### config.mk
export PLATFORM = sky130hd
export DESIGN_NAME = dds_phase_gen
export DESIGN_NICKNAME = d
export VERILOG_FILES = /design/src/rtl/dds_phase_gen.sv
export SDC_FILE = /design/constraint.sdc
export NUM_CORES = 1
export LEC_CHECK = 0
export ABC_AREA = 0
export BUFFER_PORTS_ARGS = -buffer_cell sky130_fd_sc_hd__buf_2
export CAP_MARGIN = 10
export CORE_ASPECT_RATIO = 1.25
export CORE_MARGIN = 5
export CORE_UTILIZATION = 60
export CTS_BUF_LIST = sky130_fd_sc_hd__clkbuf_4
export DETAILED_ROUTE_END_ITERATION = 10
export PLACE_DENSITY = 0.8
export RECOVER_POWER = 100
export SYNTH_ARGS = -nofsm -noshare
export SYNTH_HDL_FRONTEND = slang
export SYNTH_SLANG_ARGS = --single-unit
export TNS_END_PERCENT = 1
### constraint.sdc
create_clock -name clk -period 8.25 [get_ports clk]
set_input_delay 1.65 -clock clk [delete_from_list [all_inputs] [get_ports clk]]
set_output_delay 1.65 -clock clk [all_outputs]
set_load 0.05 [all_outputs]
### src/rtl/dds_phase_gen.sv
// rtl/dds_phase_gen.sv - DDS phase accumulator with phase-continuous retuning.
// Optional linear frequency sweep is enabled by defining DDS_SWEEP_EN.
module dds_phase_gen #(
    parameter int PHASE_W    = 32,
    parameter int ADDR_W     = 8,
    parameter int SEL_W      = 3,
    parameter int BASE_SHIFT = 16
) (
    input  logic               clk,
    input  logic               rst_n,
    input  logic               en,
    input  logic               mode,
    input  logic [SEL_W-1:0]   sel,
    input  logic [PHASE_W-1:0] fword,
    input  logic               load,
`ifdef DDS_SWEEP_EN
    input  logic               sweep_on,
    input  logic [PHASE_W-1:0] sweep_step,
    input  logic [PHASE_W-1:0] sweep_limit,
`endif
    output logic               busy,
    output logic [ADDR_W-1:0]  out_address,
    output logic               wrap
);

    typedef enum logic [1:0] {ST_STOP, ST_RUN, ST_PEND} state_t;

    state_t             state_q, state_d;
    logic [PHASE_W-1:0] phase_q, phase_d;
    logic [PHASE_W-1:0] active_inc_q, active_inc_d;
    logic [PHASE_W-1:0] pend_inc_q, pend_inc_d;
    logic               busy_q, busy_d;
    logic               wrap_q, wrap_d;
    logic [ADDR_W-1:0]  addr_q, addr_d;

    logic [PHASE_W:0]   sum;
    logic               carry;
    logic [PHASE_W-1:0] oct_inc;
    logic [PHASE_W-1:0] new_inc;
    logic [PHASE_W-1:0] stop_inc;
    logic               apply_pend;

`ifdef DDS_SWEEP_EN
    logic [PHASE_W-1:0] base_inc_q, base_inc_d;
    logic [PHASE_W:0]   sweep_sum;
`endif

    always_comb begin
        sum        = {1'b0, phase_q} + {1'b0, active_inc_q};
        carry      = en & sum[PHASE_W];
        oct_inc    = PHASE_W'(1) << (32'(sel) + BASE_SHIFT);
        new_inc    = mode ? fword : oct_inc;
        stop_inc   = busy_q ? pend_inc_q : active_inc_q;
        apply_pend = 1'b0;

        state_d      = state_q;
        phase_d      = phase_q;
        active_inc_d = active_inc_q;
        pend_inc_d   = pend_inc_q;
        busy_d       = busy_q;
        wrap_d       = carry;
`ifdef DDS_SWEEP_EN
        base_inc_d   = base_inc_q;
        sweep_sum    = {1'b0, active_inc_q} + {1'b0, sweep_step};
`endif

        if (en) begin
            phase_d = sum[PHASE_W-1:0];
        end
        if (load) begin
            pend_inc_d = new_inc;
            busy_d     = 1'b1;
        end

        case (state_q)
            ST_STOP: begin
                // A load arriving here is applied on the following edge.
                if (!load) begin
                    apply_pend = busy_q;
                    busy_d     = 1'b0;
                    state_d    = (en && stop_inc != '0) ? ST_RUN : ST_STOP;
                end
            end
            ST_RUN: begin
                if (!en) begin
                    state_d = ST_STOP;
                end else if (load) begin
                    state_d = ST_PEND;
                end
`ifdef DDS_SWEEP_EN
                if (carry && sweep_on) begin
                    if (sweep_sum[PHASE_W] || sweep_sum[PHASE_W-1:0] > sweep_limit) begin
                        active_inc_d = base_inc_q;
                    end else begin
                        active_inc_d = sweep_sum[PHASE_W-1:0];
                    end
                end
`endif
            end
            ST_PEND: begin
                if (!en) begin
                    apply_pend = 1'b1;
                    busy_d     = load;
                    state_d    = ST_STOP;
                end else if (carry) begin
                    apply_pend = 1'b1;
                    busy_d     = load;
                    if (pend_inc_q == '0) begin
                        state_d = ST_STOP;
                    end else begin
                        state_d = load ? ST_PEND : ST_RUN;
                    end
                end
            end
            default: state_d = ST_STOP;
        endcase

        if (apply_pend) begin
            active_inc_d = pend_inc_q;
`ifdef DDS_SWEEP_EN
            base_inc_d   = pend_inc_q;
`endif
        end

        addr_d = phase_d[PHASE_W-1 -: ADDR_W];
    end

    always_ff @(posedge clk or negedge rst_n) begin
        if (!rst_n) begin
            state_q      <= ST_STOP;
            phase_q      <= '0;
            active_inc_q <= '0;
            pend_inc_q   <= '0;
            busy_q       <= 1'b0;
            wrap_q       <= 1'b0;
            addr_q       <= '0;
`ifdef DDS_SWEEP_EN
            base_inc_q   <= '0;
`endif
        end else begin
            state_q      <= state_d;
            phase_q      <= phase_d;
            active_inc_q <= active_inc_d;
            pend_inc_q   <= pend_inc_d;
            busy_q       <= busy_d;
            wrap_q       <= wrap_d;
            addr_q       <= addr_d;
`ifdef DDS_SWEEP_EN
            base_inc_q   <= base_inc_d;
`endif
        end
    end

    assign busy        = busy_q;
    assign wrap        = wrap_q;
    assign out_address = addr_q;

endmodule

Yosys cells after proc, flatten, opt, wreduce, memory -nomap -nowiden:

Cells that the tools add are included.

* register bits: 100
* output and inout bits: 10
* logic and storage cells: 41

* $add $sub $neg: 2
* eq/ne operators: 5
* shift operators: 1
* mux-type cells: 20
* bitwise gates (word level): 1
* reductions and logical operators: 5

Operators by type and width (number)
* two-way mux 32 bit: 2
* adder 32 x 32 -> 33 bit: 1
* logical NOT 32 bit: 1
* nonzero test 32 bit: 1
* left shift 1 x 6 -> 32 bit (first input constant): 1
* two-way mux 2 bit: 7
* two-way mux 1 bit: 8
* adder 3 x 5 -> 6 bit (second input constant): 1
* != test 3 bit (second input constant): 2
* one-hot mux 2 bit (3 select lines): 1
* one-hot mux 1 bit (2 select lines): 2
* AND reduction 3 bit: 1
* equality test 2 x 1 -> 1 bit (second input constant): 1
* equality test 2 bit (second input constant): 1
* logical NOT 2 bit: 1
* != test 2 bit (second input constant): 1
* bitwise AND 1 bit: 1
* logical AND 1 bit: 1

Logic depth before layout (Yosys ltp):

Gate-level depths: netlist of the first run.

* depth in word-level cells: 6
* gate-level depth with buffers: 13
* depth with buffers taken out: 11

Worst setup path after synthesis of the first run:

Ideal clock, no wire load.

* kind: register to register
* from: reg active_inc_q[0]
* to: reg active_inc_q[0]
* setup time: 0.125 ns
* arrival time: 3.138 ns
* required time: 8.125 ns
* path slack: 4.987 ns
* cell stages (with the launch flop): 14
* buffers on the path: 2
* cells stage by stage: dfrtp_1 ha_1 fa_1 a211oi_1 o21ai_0 nand2_1 o21ai_1 a221oi_2 or3_1 a21oi_1 or3_1 buf_6 buf_12 mux2_4

* word-level cells in the longest chain between the ends: 5

RTL lines
* start, declared: RTL line 30 `logic [PHASE_W-1:0] active_inc_q, active_inc_d;`
* start signal, assigned: RTL line 143 `active_inc_q <= active_inc_d;`
* adder 32 x 32 -> 33 bit: RTL line 49 `sum = {1'b0, phase_q} + {1'b0, active_inc_q};`
* bitwise AND 1 bit: RTL line 50 `carry = en & sum[PHASE_W];`
* two-way mux 1 bit: RTL line 105 `end else if (carry) begin`
* two-way mux 1 bit: RTL line 101 `if (!en) begin`
* one-hot mux 1 bit (2 select lines): RTL line 75 `case (state_q)`

Every way passes these cells.
A chain may end at the register's enable or synchronous reset.

Worst setup path after layout of the first run:

* from: in en
* to: reg active_inc_q[8]

* word-level cells in the longest chain between the ends: 4

RTL lines
* start, declared: RTL line 11 `input logic en,`
* bitwise AND 1 bit: RTL line 50
* two-way mux 1 bit: RTL line 105
* two-way mux 1 bit (*): RTL line 101
* one-hot mux 1 bit (2 select lines) (*): RTL line 75

Mark *: on every way between the ends. The rest lies on a longest branch, timed or not.

==> summary.md, run 1 <==
| Metric | Value |
|---|---|
| Class of the worst hold path | `reg2reg` |
| Maximum VDD drop | `approximately 0.00014 V` |
| Worst slew margin | `-56.0%` |
| Clock sinks | `100` |
| Clock transition at path regs | `about 140 ps` |
| Cts hold-fix bufs | `0` |
| Die width | `just under 100 um` |
| DRC Markers | `0` |
| Drt initial violations | `roughly 230` |
| Antenna Cells | `0` |
| Crit path buffers/inverters | `2` |
| Post-CTS setup buffers | `0` |
| Cell count after synthesis | `roughly 580` |
| Worst setup SP type | `input port` |
| Max stage delay on crit path | `1660 ps` |
| Reg2reg start | `active_inc_q[0]` |
| Hold Vio Cnt, Final | `0` |
| Total wire length | `between 10 and 15 mm` |
| Clock skew | `approximately 15 ps` |
| Outcome | `complete, but fails checks` |
| GP Congestion | `0.922` |
| Adder-Cell Fraction of Synth Area | `roughly 7.1%` |
| Final period utilization | `between 50 and 60%` |
| Clock Latency Late Sink | `460 ps` |
| Synth cell types | `59` |
| Post-Place Setup Slack | `~4300 ps` |
| Clk root buf | `clkbuf_4` |
| Yosys top cell by area | `dfrtp_1` |
| IO Pins | `50` |
| Critical path depth in cells | `5` |
| Post-synthesis mux area share | `around an eighth` |
| HPWL Detailed | `8.96 mm` |
| Total grt overflow | `0` |
| Worst setup EP type | `flip-flop` |
| Worst-Margin Slew | `around 2300 ps` |
| Main flop type after synthesis | `dfrtp_1` |
| Largest family of logic cells by synthesized area | `compound AO/OA/AOI/OAI gates` |
| Initial core utilization | `between 60% and 70%` |
| # resized after CTS | `0` |
| Slowest CP cell | `clkbuf_1` |
| Antenna violations before repair | `0` |
| Setup repair after global routing missed its margin | `no` |
| Final setup vio count | `0` |
| Fmax | `between 200 and 250 MHz` |
| PortBufs | `between 40 and 50` |
| Post-Route Setup TNS | `0 ps` |
| Failing checks | `max-capacitance violations, max-slew violations` |
| Largest net degree at the start of global routing | `around 70` |
| Critical Path RT | `about 8600 ps` |
| First-pass GRT wire length | `between 20 and 25 mm` |
| Critical path arrival | `5060 ps` |
| Share of the synthesized area in the top cell type | `a little over two fifths` |
| Post-layout nets | `slightly below 700` |
| Sequential cell area | `2500 um2` |
| Hold_sp | `phase_q[6]` |
| Die Area | `about 12000 um2` |
| Final Max Slew Viols | `between 100 and 150` |
| Seq/Total Area, Yosys | `around 42%` |
| Avg Inst Size Synth | `just over 10 um2` |
| CP startpoint | `en` |
| Antenna Nets Post-Route | `0` |
| Footprint of the multi-input gates | `~3000 um2` |
| Max-cap viol count | `3` |
| Most common cell after layout, fill and taps aside | `dfrtp_1` |
| Syn_nets | `between 600 and 700` |
| Internal | `~1.3 mW` |
| Synth Area in Compound Gates | `about 16%` |
| Post-synth ARST share | `100%` |
| CORE AREA | `9660 um2` |
| Switching part of the total | `a little over two fifths` |
| WS Path Type | `in2reg` |
| Clk pwr share | `a little under an eighth` |
| CTS tree | `yes` |
| Net Switching | `1.00 mW` |
| Synthesis warning total | `0` |
| Power Density | `~370 nW/um2` |
| Vias | `roughly 4400` |
| Max Fanout on Critical Path | `48` |
| Area grow syn2layout | `3.30%` |
| Htree depth | `3` |
| Most frequent cells in the layout | `100 x dfrtp_1, 49 x a21oi_1, 48 x nand2_1` |
| Simple-Gate Fraction of Synth Area | `between 10% and 20%` |
| Gr usage total | `21.1%` |
| Synth Register Bits | `100` |
| Ratio of cells with drive above 1 in the final layout | `between 10% and 20%` |
| Period minus WS final | `roughly 4700 ps` |
| Final WS setup | `approximately 3500 ps` |
| Most area-consuming cells after synthesis | `dfrtp_1 42%, mux2_4 7.6%, ha_1 6.7%` |
| Hold Path Cell Cnt | `1` |
| Die height | `about 120 um` |
| Reg power frac | `33.4%` |
| Routed WL per cell | `approximately 16 um` |
| Critical Path, Cell by Cell | `buf_2 > clkbuf_1 > nor3_1 > or3_1 > mux2_1` |
| Clk buf depth | `2` |
| FP Rows | `40` |
| Comb power frac | `a little under three fifths` |
| CTS buffer count | `9` |
| Number of enable flip-flop cells after synthesis | `0` |
| Fillers | `between 700 and 800` |
| CP top delay family | `buffers and inverters` |
| Vias in the first global route | `~4300` |
| DRT Pass-1 Iters | `4` |
| Static Leak | `between 2 and 3 nW` |
| Vias per std cell | `approximately 6` |
| Post-Syn Area | `about 6000 um2` |
| Worst R2R Path Depth | `11` |
| Synth Area in XOR/XNOR | `approximately 3.4%` |
==> sequential cells by signal (all words and copies together), names as in the netlist <==
name,count
active_inc_q,32
out_address,8
wrap,1
pend_inc_q,32
phase_q,24
state_q,2
busy,1
==> synthesized netlist by cell type (3+ instances only) <==
cell type / n
o21a_1: 4
inv_1: 36
buf_4: 9
nor3_1: 8
ha_1: 32
nand4_1: 6
o21bai_1: 5
o21ai_0: 41
a22oi_1: 3
or3_1: 4
xnor2_1: 17
nand3_1: 13
a21o_1: 14
and2_1: 4
nor2_1: 25
xor2_1: 6
mux2_2: 26
o211ai_1: 3
nor2b_1: 6
and3_1: 3
nor4b_1: 4
nor4_1: 18
a21oi_1: 49
a211oi_1: 6
nand2_1: 48
mux2_4: 30
a31oi_1: 3
nand2b_1: 5
buf_12: 3
clkbuf_1: 11
nand4b_1: 3
dfrtp_1: 100
==> worst reg2reg max path: cells and delay by family (launching register included) <==
kind / cells / cell delay (ps)
mux: 1 / 560
fa+ha+maj: 2 / 650
compound gates: 5 / 1110
simple gates: 3 / 1240
flops: 1 / 440
==> per-layer routing <==
layer  track usage (%)  vias up  part of all wire, %
met1              28.3     2137                   46
met2              33.8       91                   47
met3              3.34       25                  3.8
met4              8.80        0                  2.6
met5                 0        -                    0
li1                  -     2151                    -
==> through the flow <==
step                instance area (um2)  hold slack (ps)  instances  utilization (%)  power (mW)
finish                             6150              537        743             63.7        2.29
global route                       6150              555        743             63.7        2.47
CTS                                6280              538        743             65.0        2.33
detailed placement                 6140              506        728             63.6        2.06
global placement                   6140              495        728             63.6        2.00
floorplan                          5950              487        581                -        1.84
==> kinds of logic (layout without fill, tap and decap cells) <==
kind of cell	count (synthesis)	count (layout)
compound gates	149	149
xor+xnor	23	23
fa+ha+maj	33	33
buf+inv	66	102
flops	100	100
mux	57	57
simple gates	153	153
==> path summary, 6_finish.rpt <==
path                                    endpoint  slack, ps
worst max-delay path             active_inc_q[8]       3530
worst min-delay path                  phase_q[6]        540
worst max register to register   active_inc_q[8]       4140
worst min register to register        phase_q[6]        540
max in group asynchronous         pend_inc_q[20]       5050
min in group asynchronous       active_inc_q[11]       1550
==> power by group through the flow <==
stage / Sequential (mW) / Combinational (mW) / Clock, mW
global placement: 0.762 / 1.24 / 0
floorplan: 0.731 / 1.11 / 0
global route: 0.783 / 1.39 / 0.289
CTS: 0.765 / 1.30 / 0.269
finish: 0.765 / 1.26 / 0.262
detailed placement: 0.776 / 1.29 / 0
==> cell type report <==
| class | count | area share, % |
|---|---|---|
| Tap cell | 126 | 2.56 |
| Timing Repair Buffer | 51 | 3.93 |
| Clock buffer | 10 | 1.22 |
| Inverter | 36 | 2.20 |
| Sequential cell | 100 | 40.7 |
| Clock inverter | 5 | 1.02 |
| Multi-Input combinational cell | 415 | 48.4 |
No activity file was read; power rests on OpenSTA's default activity.
==> run 2: changes to the inputs <==
Settings changed: ABC_AREA 0 to 1, CORE_UTILIZATION 60 to 57, PLACE_DENSITY 0.8 to 0.79.
Clock period 8.25 ns to 4.16 ns, I/O delays scaled along.
==> run 2 against run 1 <==
The run still ends with max-capacitance violations, max-slew violations left. Hold slack worse by 37 ps. Die area rose by 17%. Final area up 14%. Synthesized cell count up 59%. Largest cell class unchanged. Largest power group unchanged. Flip-flop and latch count stayed put. Register-to-register slack got worse by 2600 ps. Critical path type unchanged. Non-clock buffer count grew 4. Sequential share of layout area is 4.9 points lower. Core utilization is 3.2 points lower.
==> summary.md, run 2 <==
| Metric | Value |
|---|---|
| Outcome | `complete, but fails checks` |
| Failing checks | `max-capacitance violations, max-slew violations` |
| Total wire length | `between 15 and 20 mm` |
| Post-Syn Area | `6690 um2` |
| GP Congestion | `~0.94` |
| Vias per std cell | `~5.4` |
| Period minus WS final | `about 2900 ps` |
| Vias | `between 5000 and 6000` |
| Initial core utilization | `between 50% and 60%` |
| Net Switching | `between 2 and 2.5 mW` |
| Final setup vio count | `0` |
| Comb power frac | `~57%` |
| Die width | `between 100 and 150 um` |
| Clk root buf | `clkbuf_4` |
| Worst slew margin | `-74.7%` |
| Clk pwr share | `between 10% and 20%` |
| Final period utilization | `a little over two thirds` |
| Clock transition at path regs | `around 180 ps` |
| CORE AREA | `between 10000 and 15000 um2` |
| Clk buf depth | `2` |
| Cts hold-fix bufs | `0` |
| DRC Markers | `0` |
| Area grow syn2layout | `4.43%` |
| Avg Inst Size Synth | `between 7 and 8 um2` |
| Critical Path RT | `4480 ps` |
| Vias in the first global route | `about 5700` |
| Class of the worst hold path | `reg2reg` |
| Post-CTS setup buffers | `0` |
| Drt initial violations | `between 300 and 400` |
| PortBufs | `49` |
| WS Path Type | `in2reg` |
| Synth cell types | `34` |
| Worst-Margin Slew | `~2600 ps` |
| Die Area | `roughly 14000 um2` |
| Cell count after synthesis | `between 900 and 1000` |
| Gr usage total | `between 20 and 25%` |
| HPWL Detailed | `12.0 mm` |
| Ratio of cells with drive above 1 in the final layout | `approximately 13%` |
| Yosys top cell by area | `dfrtp_1` |
| DRT Pass-1 Iters | `5` |
| Number of enable flip-flop cells after synthesis | `0` |
| Internal | `2.50 mW` |
| Die height | `approximately 130 um` |
| CTS buffer count | `9` |
| Maximum VDD drop | `approximately 0.00024 V` |
| Clock Latency Late Sink | `roughly 470 ps` |
| Critical path arrival | `3240 ps` |
| Post-layout nets | `between 1000 and 1500` |
| Synth Register Bits | `100` |
| Max-cap viol count | `2` |
| Syn_nets | `between 900 and 1000` |
| Clock sinks | `100` |
| Switching part of the total | `49.5%` |
| Setup repair after global routing missed its margin | `no` |
| Reg power frac | `32.0%` |
| Final Max Slew Viols | `51` |
| Antenna violations before repair | `1` |
| Antenna Nets Post-Route | `0` |
| Hold slack | `between 500 and 600 ps` |
| Worst setup EP type | `flip-flop` |
| Biggest regs | `active_inc_q (32), pend_inc_q (32), phase_q (24)` |
| Htree depth | `3` |
| IO Pins | `50` |
| Seq/Total Area, Yosys | `37.4%` |
| Clock skew | `26.8 ps` |
| Most frequent cells in the layout | `287 x nand2_1, 100 x dfrtp_1, 96 x nand3_1` |
| Most common cell after layout, fill and taps aside | `nand2_1` |
| Most area-consuming cells after synthesis | `dfrtp_1 37%, nand2_1 15%, nand3_1 7.1%` |
| Routed WL per cell | `13.8 um` |
| Synth cell count leaders | `259 x nand2_1, 100 x dfrtp_1, 95 x nand3_1, 88 x inv_1, 81 x nor2_1` |
| Fmax | `around 340 MHz` |
| Static Leak | `around 3.7 nW` |
| Worst setup SP type | `input port` |
| Largest net degree at the start of global routing | `between 50 and 60` |
| Max Fanout on Critical Path | `32` |
| Post-Route Setup TNS | `0 ps` |
| Share of the synthesized area in the top cell type | `between 30% and 40%` |
| Total grt overflow | `0` |
| FP Rows | `44` |
| Most frequent cell after synthesis | `nand2_1` |
| Synthesis warning total | `0` |
| Power Density | `707 nW/um2` |
| # resized after CTS | `0` |
| Main flop type after synthesis | `dfrtp_1` |
| CTS tree | `yes` |
| First-pass GRT wire length | `~26 mm` |
| Hold Vio Cnt, Final | `0` |
| Post-synth ARST share | `100%` |
run 2: through the flow:
| step | util (%) | std cells | instance area (um2) | worst slack, ps | power, mW |
|---|---|---|---|---|---|
| after detailed placement | 60.0 | 1080 | 6940 | 1500 | 4.43 |
| after floorplan | - | 922 | 6690 | 2060 | 3.86 |
| after CTS | 61.3 | 1096 | 7090 | 1540 | 4.99 |
| after global routing | 60.5 | 1097 | 6990 | 928 | 5.41 |
| final | 60.5 | 1097 | 6990 | 1230 | 4.95 |
| after global placement | 60.0 | 1080 | 6940 | 1540 | 4.35 |
run 2: power by group through the flow:
stage	logic, mW	registers (mW)	clock network [mW]
finish	2.80	1.58	0.561
global route	3.18	1.63	0.608
CTS	2.83	1.58	0.571
detailed placement	2.82	1.60	0
global placement	2.76	1.59	0
floorplan	2.35	1.51	0
run 2: worst paths after layout:
path                                       from          endpoint  slack [ps]  cells past startpoint
worst max-delay path                         en        phase_q[7]        1230                      5
worst min-delay path              pend_inc_q[6]   active_inc_q[6]         500                      2
worst max register to register  active_inc_q[0]  active_inc_q[24]        1560                     14
worst min register to register    pend_inc_q[6]   active_inc_q[6]         500                      2
max in group asynchronous                 rst_n  active_inc_q[18]        1490                      2
min in group asynchronous                 rst_n     pend_inc_q[3]        1150                      1
run 2: worst max-delay path, cell delays in order:
cell	delay, ps
clkbuf_1	880
inv_1	620
clkbuf_1	620
nand2_1	170
o21ai_0	100
run 2: metal layers:
metal / track usage [%] / vias up / part of all wire [%]
met4: 8.46 / 0 / 2.9
li1: - / 3012 / -
met3: 2.80 / 35 / 4.2
met1: 28.6 / 2711 / 44
met5: 0 / - / 0
met2: 38.9 / 136 / 48
run 2: cell families (layout without fill, tap and decap cells):
kind of cell / Yosys count / count (layout) / share of synthesized area (%)
AND/OR/NAND/NOR: 544 / 544 / 37.4
buffers and inverters: 128 / 164 / 8.52
AO/OA/AOI/OAI: 104 / 104 / 8.73
flip-flops: 100 / 100 / 37.4
adder cells (fa/ha/maj): 33 / 33 / 6.28
XOR/XNOR: 13 / 13 / 1.70
other: 0 / 1 / 0
run 2: cell type report:
class	instances	area, um2
repair buffers	55	270
clock buffers	9	67.6
inverters	93	349
fillers	1114	4570
well taps	138	173
diodes	1	2.50
multi-input cells	694	3550
flip-flops and latches	100	2500
clock inverters	7	80.1
==> run 3: changes to the inputs <==
Settings changed: CORE_UTILIZATION 57 to 60, PLACE_DENSITY 0.79 to 0.8.
Clock period 4.16 ns to 2.7 ns, I/O delays scaled along.
==> run 3 against run 2 <==
Combinational power is 54% higher. Sequential power is 54% higher. Global-route usage is 0.62 points higher. Total power is 54% higher. Critical endpoint is now active_inc_q[18]. Core utilization is 3.2 points higher. Final area is 0.47% higher. The flow now finishes without violations. Via count is 1.0% lower. Non-clock buffer count is 3 higher.
==> summary.md, run 3 (synthesis results as in run 2) <==
| Metric | Value |
|---|---|
| Sequential cell area | `between 2000 and 3000 um2` |
| DRT Pass-1 Iters | `4` |
| Critical Path Most Common Cell | `nand2_4` |
| Clk buf depth | `2` |
| Critical Path, Cell by Cell | `ha_1 > fa_1 > nand2_1 > nand2_1 > nand3_2 > nand2_4 > nand2_4 > nand2_4 > nand2_4 > nand3_1 > nand2_4 > nand2_8 > nand2_1 > nand2_2` |
| Htree depth | `3` |
| Final setup vio count | `0` |
| Die Area | `~13000 um2` |
| Final Max Slew Viols | `0` |
| Power Density | `approximately 1100 nW/um2` |
| Critical Path RT | `~3000 ps` |
| Clock transition at path regs | `170 ps` |
| Post-Place Setup Slack | `roughly 300 ps` |
| Final instance area | `7020 um2` |
| PortBufs | `49` |
| Routed WL per cell | `about 14 um` |
| Fmax | `about 410 MHz` |
| Final period utilization | `89.7%` |
| HPWL Detailed | `around 12 mm` |
| DRC Markers | `0` |
| Final Non-Filler Cells | `1097` |
| Tot Pwr | `around 7.6 mW` |
| # resized after CTS | `0` |
| Vias per std cell | `roughly 5.3` |
| Worst-Margin Slew | `1340 ps` |
| Post-Route Setup TNS | `0 ps` |
| Die width | `104 um` |
| Clock Latency Late Sink | `470 ps` |
| Ratio of cells with drive above 1 in the final layout | `between 10% and 20%` |
| Antenna violations before repair | `1` |
| FP Rows | `43` |
| Outcome | `finished, final reports clean` |
| Setup repair after global routing missed its margin | `no` |
| Gr usage total | `around 23%` |
| Worst setup SP type | `flip-flop` |
| Clock sinks | `100` |
| Vias | `around 6000` |
| CTS tree | `yes` |
| Clk root buf | `clkbuf_4` |
| Placed inst area | `6970 um2` |
| Worst setup EP type | `flip-flop` |
| Total grt overflow | `0` |
| Fillers | `around 1000` |
| First-pass GRT wire length | `about 25 mm` |
| Class of the worst hold path | `in2reg` |
| Period minus WS final | `about 2400 ps` |
| WS Path Type | `reg2reg` |
| Max stage delay on crit path | `approximately 430 ps` |
| Most frequent cells in the layout | `287 x nand2_1, 100 x dfrtp_1, 96 x nand3_1` |
| Most common cell after layout, fill and taps aside | `nand2_1` |
| Max-cap viol count | `0` |
| Worst slew margin | `a little over a tenth` |
| Drt initial violations | `~230` |
| IO Pins | `50` |
| Maximum VDD drop | `0.000458 V` |
| CTS buffer count | `9` |
| Final WS setup | `approximately 280 ps` |
| Area grow syn2layout | `4.92%` |
| Vias in the first global route | `approximately 5600` |
| Max Fanout on Critical Path | `32` |
| Finished Core Util | `a little under two thirds` |
| Biggest regs | `active_inc_q (32), pend_inc_q (32), phase_q (24)` |
| Static Leak | `3.75 nW` |
| Die height | `between 100 and 150 um` |
| Post-layout nets | `~1000` |
| Footprint of the multi-input gates | `between 3000 and 4000 um2` |
| Antenna Nets Post-Route | `0` |
| Hold slack | `279 ps` |
| Largest net degree at the start of global routing | `51` |
| Critical path arrival | `approximately 2800 ps` |
| Slowest CP cell | `dfrtp_1` |
| Hold Vio Cnt, Final | `0` |
| Clock skew | `~20 ps` |
| Initial core utilization | `around 60%` |
| Total wire length | `~15 mm` |
| Placed cells | `approximately 1100` |
| GP Congestion | `0.948` |
| CORE AREA | `~11000 um2` |
-- run 3: report_power, final --
part           switching [mW]  internal (mW)
Clock                   0.554          0.313
Combinational            2.74           1.56
Sequential              0.437           1.99
Total                    3.73           3.87
-- run 3: timing repair --
item / in CTS / in global routing
hold buffers: 1 / 0
endpoints found under the hold margin: 8 / 0
setup buffers: 0 / 0
-- run 3: metal layers --
layer	vias up	wire, um	global-route usage, %
li1	3025	-	-
met1	2668	6660	29.2
met2	110	7330	40.2
met3	31	493	2.72
met4	0	456	9.22
met5	-	0	0
-- run 3: area by class of cell --
class,instances,area share [%]
clock inverters,6,1.12
flip-flops and latches,100,35.6
inverters,93,4.97
diodes,1,0.0356
repair buffers,58,4.38
multi-input cells,694,50.4
clock buffers,10,1.07
well taps,135,2.41
-- run 3: worst max-delay path, delay by kind of cell, from the launching register on --
kind	cells	cell delay [ps]
adder cells (fa/ha/maj)	2	650
AND/OR/NAND/NOR	12	1220
flip-flops	1	430
-- run 3: path summary, 6_finish.rpt --
check | start | end | depth (start not counted) | slack (ps)
worst max-delay path | active_inc_q[0] | active_inc_q[18] | 14 | 280
worst min-delay path | fword[5] | pend_inc_q[5] | 3 | 280
worst max register to register | active_inc_q[0] | active_inc_q[18] | 14 | 280
worst min register to register | pend_inc_q[11] | active_inc_q[11] | 2 | 500
max in group asynchronous | rst_n | active_inc_q[17] | 3 | 620
min in group asynchronous | rst_n | pend_inc_q[4] | 2 | 520
